<file path="src/rtl/disp_pkg.sv">
// Shared display definitions: FSM state codes, blank byte, hex->segment table.
// Latency: none (constants and a pure function only).
// Backpressure: not applicable.
package disp_pkg;

    // Feeder FSM states, 2-bit encoded.
    typedef enum logic [1:0] {
        ST_IDLE = 2'd0,
        ST_LOAD = 2'd1,
        ST_WAIT = 2'd2,
        ST_DONE = 2'd3
    } state_t;

    // All segments and the decimal point off (active-low).
    localparam logic [7:0] SEG_BLANK = 8'hFF;

    // Active-low segment bytes for hex 0..F with the decimal point off.
    // Bits [6:0] are ~{g,f,e,d,c,b,a}; bit 7 is ~dp.
    // Entry 15 comes first in the concatenation, entry 0 last.
    localparam logic [15:0][7:0] SEG_LUT = {
        8'h8E, 8'h86, 8'hA1, 8'hC6,   // F E d C
        8'h83, 8'h88, 8'h90, 8'h80,   // b A 9 8
        8'hF8, 8'h82, 8'h92, 8'h99,   // 7 6 5 4
        8'hB0, 8'hA4, 8'hF9, 8'hC0    // 3 2 1 0
    };

    // Full byte for one digit: blank wins over both the hex value and dp.
    function automatic logic [7:0] seg_encode(input logic [3:0] hex,
                                              input logic       dp,
                                              input logic       blank);
        logic [7:0] lut_byte;
        lut_byte = SEG_LUT[hex];
        if (blank) begin
            return SEG_BLANK;
        end
        return {~dp, lut_byte[6:0]};
    endfunction

endpackage

</file>
<file path="src/rtl/hex2seg.sv">
// Combinational hex digit to active-low 7-segment byte encoder.
// Latency: 0 cycles (pure combinational).
// Backpressure: none; the output follows the inputs.
module hex2seg
    import disp_pkg::*;
(
    input  logic [3:0] hex,
    input  logic       dp,
    input  logic       blank,
    output logic [7:0] seg
);

    // Table lookup, with blank forcing every segment and dp off.
    always_comb begin
        seg = seg_encode(hex, dp, blank);
    end

endmodule

</file>
<file path="src/rtl/seg_frame_feeder.sv">
// Captures a frame of hex digits and feeds its encoded segment bytes, MSD first, to the P2S serializer.
// Latency: LOAD one cycle after req is accepted; at least 3 cycles per digit; frame_done NUM_DIGITS*3+1 cycles after req.
// Backpressure: each byte waits for a qualified p2s_done (wait count >= 2); req is ignored while busy; the frame aborts with sticky err after TIMEOUT wait cycles.
module seg_frame_feeder
    import disp_pkg::*;
#(
    parameter int NUM_DIGITS = 8,
    parameter int BIT_WIDTH  = 8,   // the segment encoding fills exactly 8 bits
    parameter int TIMEOUT    = 64
) (
    input  logic                    clk,
    input  logic                    rst,
    input  logic                    req,
    input  logic [4*NUM_DIGITS-1:0] hex_in,
    input  logic [NUM_DIGITS-1:0]   dp_in,
    input  logic [NUM_DIGITS-1:0]   blank_in,
    output logic                    busy,
    output logic                    frame_done,
    output logic                    err,
    output logic                    p2s_start,
    output logic [BIT_WIDTH-1:0]    p2s_data,
    input  logic                    p2s_done
);

    localparam int IDX_W = (NUM_DIGITS > 1) ? $clog2(NUM_DIGITS) : 1;
    localparam int CNT_W = $clog2(TIMEOUT + 1);

    localparam logic [IDX_W-1:0] IDX_LAST  = IDX_W'(NUM_DIGITS - 1);
    localparam logic [CNT_W-1:0] CNT_LIMIT = CNT_W'(TIMEOUT);
    localparam logic [CNT_W-1:0] CNT_QUAL  = CNT_W'(2);

    state_t state, state_n;

    // Captured frame; later input changes never disturb a frame in flight.
    logic [3:0]            hex_q [NUM_DIGITS];
    logic [NUM_DIGITS-1:0] dp_q;
    logic [NUM_DIGITS-1:0] blank_q;

    logic [IDX_W-1:0] idx;
    logic [CNT_W-1:0] wcnt;
    logic [7:0]       data_hold;
    logic [7:0]       seg_byte;

    // Control strobes from the FSM to the datapath.
    logic capture;
    logic idx_dec;
    logic set_err;

    hex2seg u_hex2seg (
        .hex   (hex_q[idx]),
        .dp    (dp_q[idx]),
        .blank (blank_q[idx]),
        .seg   (seg_byte)
    );

    // State register.
    always_ff @(posedge clk or posedge rst) begin
        if (rst) begin
            state <= ST_IDLE;
        end else begin
            state <= state_n;
        end
    end

    // Next-state and output decode; a timeout takes priority over a late done.
    always_comb begin
        state_n    = state;
        busy       = 1'b0;
        p2s_start  = 1'b0;
        frame_done = 1'b0;
        capture    = 1'b0;
        idx_dec    = 1'b0;
        set_err    = 1'b0;
        case (state)
            ST_IDLE: begin
                if (req) begin
                    capture = 1'b1;
                    state_n = ST_LOAD;
                end
            end
            ST_LOAD: begin
                busy      = 1'b1;
                p2s_start = 1'b1;
                state_n   = ST_WAIT;
            end
            ST_WAIT: begin
                busy = 1'b1;
                if (wcnt >= CNT_LIMIT) begin
                    set_err = 1'b1;
                    state_n = ST_IDLE;
                end else if (p2s_done && (wcnt >= CNT_QUAL)) begin
                    if (idx != '0) begin
                        idx_dec = 1'b1;
                        state_n = ST_LOAD;
                    end else begin
                        state_n = ST_DONE;
                    end
                end
            end
            ST_DONE: begin
                busy       = 1'b1;
                frame_done = 1'b1;
                state_n    = ST_IDLE;
            end
            default: begin
                state_n = ST_IDLE;
            end
        endcase
    end

    // Frame capture on an accepted request; err is cleared here so it reads 0 during LOAD.
    always_ff @(posedge clk or posedge rst) begin
        if (rst) begin
            for (int i = 0; i < NUM_DIGITS; i++) begin
                hex_q[i] <= 4'h0;
            end
            dp_q    <= '0;
            blank_q <= '0;
        end else if (capture) begin
            for (int i = 0; i < NUM_DIGITS; i++) begin
                hex_q[i] <= hex_in[4*i +: 4];
            end
            dp_q    <= dp_in;
            blank_q <= blank_in;
        end
    end

    // Digit index: starts at the MSD and steps down after each completed byte.
    always_ff @(posedge clk or posedge rst) begin
        if (rst) begin
            idx <= '0;
        end else if (capture) begin
            idx <= IDX_LAST;
        end else if (idx_dec) begin
            idx <= idx - 1'b1;
        end
    end

    // Wait counter reads 1 in the first WAIT cycle and counts up from there.
    always_ff @(posedge clk or posedge rst) begin
        if (rst) begin
            wcnt <= '0;
        end else if (state == ST_LOAD) begin
            wcnt <= CNT_W'(1);
        end else if (state == ST_WAIT) begin
            wcnt <= wcnt + 1'b1;
        end
    end

    // Sticky timeout flag, cleared only when the next frame is accepted.
    always_ff @(posedge clk or posedge rst) begin
        if (rst) begin
            err <= 1'b0;
        end else if (capture) begin
            err <= 1'b0;
        end else if (set_err) begin
            err <= 1'b1;
        end
    end

    // Byte holding register: keeps the last issued byte on p2s_data until the next LOAD.
    always_ff @(posedge clk or posedge rst) begin
        if (rst) begin
            data_hold <= SEG_BLANK;
        end else if (state == ST_LOAD) begin
            data_hold <= seg_byte;
        end
    end

    // In LOAD the fresh byte is driven directly so it is valid alongside the start pulse.
    always_comb begin
        if (state == ST_LOAD) begin
            p2s_data = BIT_WIDTH'(seg_byte);
        end else begin
            p2s_data = BIT_WIDTH'(data_hold);
        end
    end

endmodule

</file>
<file path="config.mk">
export PLATFORM = sky130hd
export DESIGN_NAME = seg_frame_feeder
export DESIGN_NICKNAME = d
export VERILOG_FILES = /design/src/rtl/disp_pkg.sv /design/src/rtl/hex2seg.sv /design/src/rtl/seg_frame_feeder.sv
export SDC_FILE = /design/constraint.sdc
export NUM_CORES = 1
export LEC_CHECK = 0
export BUFFER_PORTS_ARGS = -buffer_cell sky130_fd_sc_hd__buf_4
export CELL_PAD_IN_SITES_DETAIL_PLACEMENT = 1
export CELL_PAD_IN_SITES_GLOBAL_PLACEMENT = 2
export CORE_ASPECT_RATIO = 0.6
export CORE_UTILIZATION = 38
export CTS_CLUSTER_SIZE = 28
export DETAILED_ROUTE_END_ITERATION = 6
export GPL_ROUTABILITY_DRIVEN = 0
export HOLD_SLACK_MARGIN = 0.03
export PLACE_DENSITY_LB_ADDON = 0.3
export SYNTH_ARGS = -nofsm -noshare
export SYNTH_HDL_FRONTEND = slang
export SYNTH_SLANG_ARGS = --single-unit
</file>
<file path="constraint.sdc">
create_clock -name clk -period 3.3 [get_ports clk]
set_clock_uncertainty 0.1 [all_clocks]
set_input_delay 0.495 -clock clk [delete_from_list [all_inputs] [get_ports clk]]
set_output_delay 0.495 -clock clk [all_outputs]
set_load 0.02 [all_outputs]
</file>
After elaboration in Yosys (flattened, before gate mapping)
Memories as Yosys holds them, arrays and structs flattened.
Cells that the tools add are included.

word-level totals
  register bits after elaboration = 69
  ROM bits = 128
  input bits = 52
  logic and storage cells = 72
  memories kept = 1

memory list
  name              words  width  read ports  clocked after Yosys merged registers in  write ports  line            text
  (name not given)  16     8      1           0                                        0            disp_pkg.sv:32  lut_byte = SEG_LUT[hex];

operators by class
  $add $sub $neg = 2
  $lt $le $gt $ge = 5
  eq/ne operators = 5
  multiplexer cells = 34
  bitwise logic cells = 2
  reductions and logical operators = 8

operator list
  kind                   number
  $mux W8                3
  $mux W7                3
  $mux W1                16
  $bmux W4 S3            1
  $mux W2                4
  $mux W4                2
  $pmux W2 S4            1
  $add A7 B1 Y7 const B  1
  $ge A7 B2 Y1 const B   1
  $ge A7 B7 Y1 const B   1
  $bmux W1 S3            2
  $mux W3                2
  $reduce_bool A2 Y1     3
  $lt A4 B5 Y1 const B   1
  $eq A2 B2 Y1 const B   2
  $ge A4 B4 Y1 const B   1
  $lt A3 B4 Y1 const B   1
  $not A3 Y4             1
  $ne A3 B3 Y1 const B   1
  $reduce_bool A3 Y1     1
  $reduce_or A3 Y1       1
  $sub A3 B1 Y3 const B  1
  $eq A2 B1 Y1 const B   1
  $logic_not A2 Y1       1
  4 further kinds        4

Depth between registers and ports, before layout
  depth after elaboration = 8
  gate-level depth with buffers = 9
  gate-level depth less buffers = 8

By module
A second synthesis with hierarchy kept.

unflattened totals
  cells, all modules = 274
  area, all modules = 3590.9 um2

modules (own cells, without submodules)
  module            times used  cells an instance  area an instance (um2)
  seg_frame_feeder  1           238                3288.2
  hex2seg           1           36                 302.8

Worst setup path before layout
No wires, ideal clock.

  kind = register to output
  start = register idx[0]
  end = output p2s_data[5]
  data arrival time = 2319 ps
  data required time = 2705 ps
  setup slack = 386 ps
  stages on the path, launching flop included = 9
  path buffers = 1
  cells stage by stage = dfrtp_1 buf_6 mux4_2 mux2i_1 inv_1 ha_1 mux2i_1 nor2_1 o32a_1

between the ends
  word-level cells in the longest chain between the ends = 8
  elaborated cells on any way between the ends = 11
  those cells by class = mux: 9; bitwise: 1; memory: 1

ends and longest elaborated chain
  what                                         line                     text
  start, declared                              seg_frame_feeder.sv:39   logic [IDX_W-1:0] idx;
  start signal, assigned                       seg_frame_feeder.sv:135  idx <= idx - 1'b1;
  $not A3 Y4 (implied by the code)             seg_frame_feeder.sv:50   .hex (hex_q[idx]),
  $bmux W4 S3                                  seg_frame_feeder.sv:50
  $mux W4 (implied by the code) (2 in series)  seg_frame_feeder.sv:50
  $mem_v2 Z16 W8                               -
  $mux W7 (implied by the code)                disp_pkg.sv:32
  $mux W8 *                                    disp_pkg.sv:36           return {~dp, lut_byte[6:0]};
  $mux W8 *                                    seg_frame_feeder.sv:172  if (state == ST_LOAD) begin
  end, declared                                seg_frame_feeder.sv:21   output logic [BIT_WIDTH-1:0] p2s_data,

Every way passes the cells marked *; elsewhere a longest branch is shown, timed or not. The select of a mux whose other input is x is not followed.

Worst setup path in the final report
  start = register idx[0]
  end = output p2s_data[0]

The elaborated chain is that of the path after synthesis.

==> results by group <==
STA
  – Fin. Hold Viols: 0
  – Period minus WS final: around 3.2 ns
  – F_max: 310 MHz
  – Tcrit/Tclk final: 97.7%
  – Final setup vio count: 0
  – Rel. slew slack: 53.3%
  – Worst Max-Slew Pin Slew: 0.696 ns
  – Max Slew Vio Count: 0

Setup path
  – Beginning of the critical path: idx[0]
  – Arrival time worst endpoint: about 2.6 ns
  – Reg-to-reg slack, setup: 0.99 ns
  – CP max stage cell: mux4_1
  – R2R Path End: data_hold[0]
  – Req. time, crit path: between 2 and 3 ns
  – Max incr delay on CP: 0.59 ns
  – Crit. End Element: output port
  – Crit path cell chain: buf_6 > mux4_1 > mux2_4 > or3_1 > o221a_1 > o22a_1 > buf_4
  – Max FO, Critical Path: 5
  – Critical Path Start Type: flip-flop
  – Worst r2r src: idx[0]
  – CP Class: flip-flop to output port
  – FF-to-FF path depth: 6
  – Critical path endpoint: p2s_data[0]

Hold path
  – Hold Path Class: input pin to flip-flop

Final layout
  – Fillers: between 800 and 900
  – Share of cells above drive strength 1: 51.6%
  – Most frequent cells in the layout: 76 x buf_4, 61 x dfrtp_1, 49 x mux2_2
  – Antenna diodes: 0
  – Most common cell after layout, fill and taps aside: buf_4
  – Final core utilization: 52.4%
  – Area Growth Syn to Fin: 31.3%
  – Layout Nets: 405

Place
  – Port bufs: 63
  – Detail Placement HPWL: between 5000 and 6000 um

Synthesis
  – Syn Std Cell Area: 3450 sq um
  – Synth cell types: 40
  – Synth Instances: approximately 260
  – Post-Syn Area per Cell: 13.4 sq um
  – Post-synthesis sequential area ratio: 50.3%
  – Mapped Nets: 325
  – Yosys warning count: 0
  – Yosys reg bits: 69

Detailed routing
  – Drt initial violations: between 90 and 100
  – Routed Antenna Nets: 0
  – DR pass1 iterations: 7
  – Via Count: about 2,300
  – Drt drc: 0
  – DR WL/cell: 18.1 um
  – Final wirelength: 8220 um
  – Routed vias/inst: 5.12

Clock network
  – Clock transition at the registers of the reported paths: approximately 0.060 ns
  – Root Driver: clkbuf_16
  – CTS Buffer Depth: 2
  – Insertion delay to the later sink of the worst-skew pair: 0.34 ns
  – TritonCTS clock tree: done
  – CTS sink count: 69
  – CTS H-Tree Depth: 3
  – Num CTS Buffers: 9

Floorplan
  – Core area: 8650 sq um
  – Initial Utilization: 39.9%
  – Die area: 9490 sq um
  – Die height: 75.8 um
  – Row count: 26
  – I/O pin count: 64
  – Die width: 125 um

Pwr
  – Total power: between 4 and 5 mW
  – Maximum VDD drop: 0.389 mV
  – Pwr/cell area: between 1000 and 1500 nW/um^2
  – Leakage Power: 2.05 nW

Flow run
  – Max_cap viols: 0

Global route
  – Maximum number of pins on one net before global-route repair: 39
  – Total grt overflow: 0
  – First-pass GRT wire length: roughly 13,000 um
  – Vias in the first global route: around 2,400
  – Initial antenna violation count: 0
  – GRT Overall Usage: 18.9%

Run status
  – Outcome: finished clean
worst max-delay path, delay by kind of cell (launching register included):
family,cells,cell delay (ns)
AND/OR/NAND/NOR,1,0.35
flip-flops,1,0.38
AO/OA/AOI/OAI,2,0.33
buffers and inverters,2,0.32
multiplexers,2,0.91
flip-flops by register name, summed over array words and instances (netlist names):
signal,count
hex_q,32
blank_q,8
data_hold,8
dp_q,8
wcnt,7
idx,3
state,2
err,1
logic make-up after synthesis:
| logic type | share of synthesized area, % |
|---|---|
| AO/OA/AOI/OAI | 5.80 |
| XOR/XNOR | 1.27 |
| adder cells (fa/ha/maj) | 5.43 |
| buffers and inverters | 3.66 |
| flip-flops | 50.3 |
| multiplexers | 27.8 |
| AND/OR/NAND/NOR | 5.80 |
where the power goes:
group | switching [mW] | internal (mW)
clock | 0.380 | 0.687
sequential | 0.232 | 1.27
combinational | 1.13 | 1.26
total | 1.74 | 3.22
routing by layer:
layer / global-route usage [%] / vias up / part of all wire (%)
met5: 0 / - / 0
met4: 6.50 / 0 / 1.0
met3: 5.48 / 11 / 4.4
met2: 27.9 / 59 / 43
met1: 26.8 / 1169 / 51
li1: - / 1092 / -
cells in the mapped netlist (all sizes together):
| cell type | instances | area, sq um |
|---|---|---|
| a211oi | 2 | 20.0 |
| a21oi | 8 | 40.0 |
| buf | 10 | 62.6 |
| clkbuf | 3 | 11.3 |
| dfrtp | 61 | 1530 |
| dfstp | 8 | 210 |
| ha | 15 | 188 |
| inv | 14 | 52.6 |
| mux2 | 51 | 578 |
| mux2i | 9 | 103 |
| mux4 | 12 | 278 |
| nand2 | 9 | 33.8 |
| nand2b | 2 | 12.5 |
| nand3 | 3 | 15.0 |
| nand3b | 1 | 7.51 |
| nand4 | 1 | 6.26 |
| nor2 | 16 | 60.1 |
| nor2b | 1 | 6.26 |
| nor3 | 3 | 15.0 |
| nor3b | 2 | 15.0 |
| o211ai | 1 | 7.51 |
| o21ai | 5 | 25.0 |
| o221a | 1 | 11.3 |
| o22a | 3 | 26.3 |
| o22ai | 1 | 6.26 |
| o311ai | 1 | 8.76 |
| o31ai | 2 | 15.0 |
| o32a | 4 | 40.0 |
| or3 | 2 | 12.5 |
| or3b | 1 | 8.76 |
| or4 | 1 | 7.51 |
| xnor2 | 4 | 35.0 |
| xor2 | 1 | 8.76 |
what timing repair did:
item                                    CTS  global route
pin swaps                                 0             2
setup buffers                             0             8
gates resized for setup                   6             9
cloned                                    0             1
hold endpoints to repair                  8             0
endpoints found under the setup margin    6             6
hold buffers                              1             0
how the worst min path moves through the flow:
stage | startpoint | endpoint | slack, ns | depth (start not counted)
2_1_floorplan | hex_q[11] | hex_q[11] | 0.37 | 1
3_3_place_gp | rst | hex_q[6] | 0.33 | 2
3_5_place_dp | rst | hex_q[6] | 0.33 | 2
4_1_cts | req | err | 0.26 | 2
5_1_grt | req | err | 0.28 | 2
6_report | req | err | 0.26 | 2
layout make-up:
cell class                 count  area [sq um]  share of cell area (%)
clock inverter                 6          92.6                    2.04
sequential                    69          1740                    38.3
inverter                      14          55.1                    1.21
multi-input combinational    163          1640                    36.1
tap                          112           140                    3.09
timing repair buffer          81           634                    14.0
clock buffer                  10           239                    5.27
per-stage QoR:
step | cell area [sq um] | setup slack (ns) | hold slack (ns) | instances | setup TNS, ns
after floorplan | 3450 | 0.386 | 0.370 | 258 | 0
after global placement | 4060 | 0.326 | 0.327 | 429 | 0
after detailed placement | 4060 | 0.296 | 0.327 | 429 | 0
after CTS | 4420 | 0.000997 | 0.257 | 446 | 0
after global routing | 4530 | -0.0303 | 0.277 | 455 | -0.0889
final | 4530 | 0.0750 | 0.261 | 455 | 0
No activity file was read; power rests on OpenSTA's default activity.
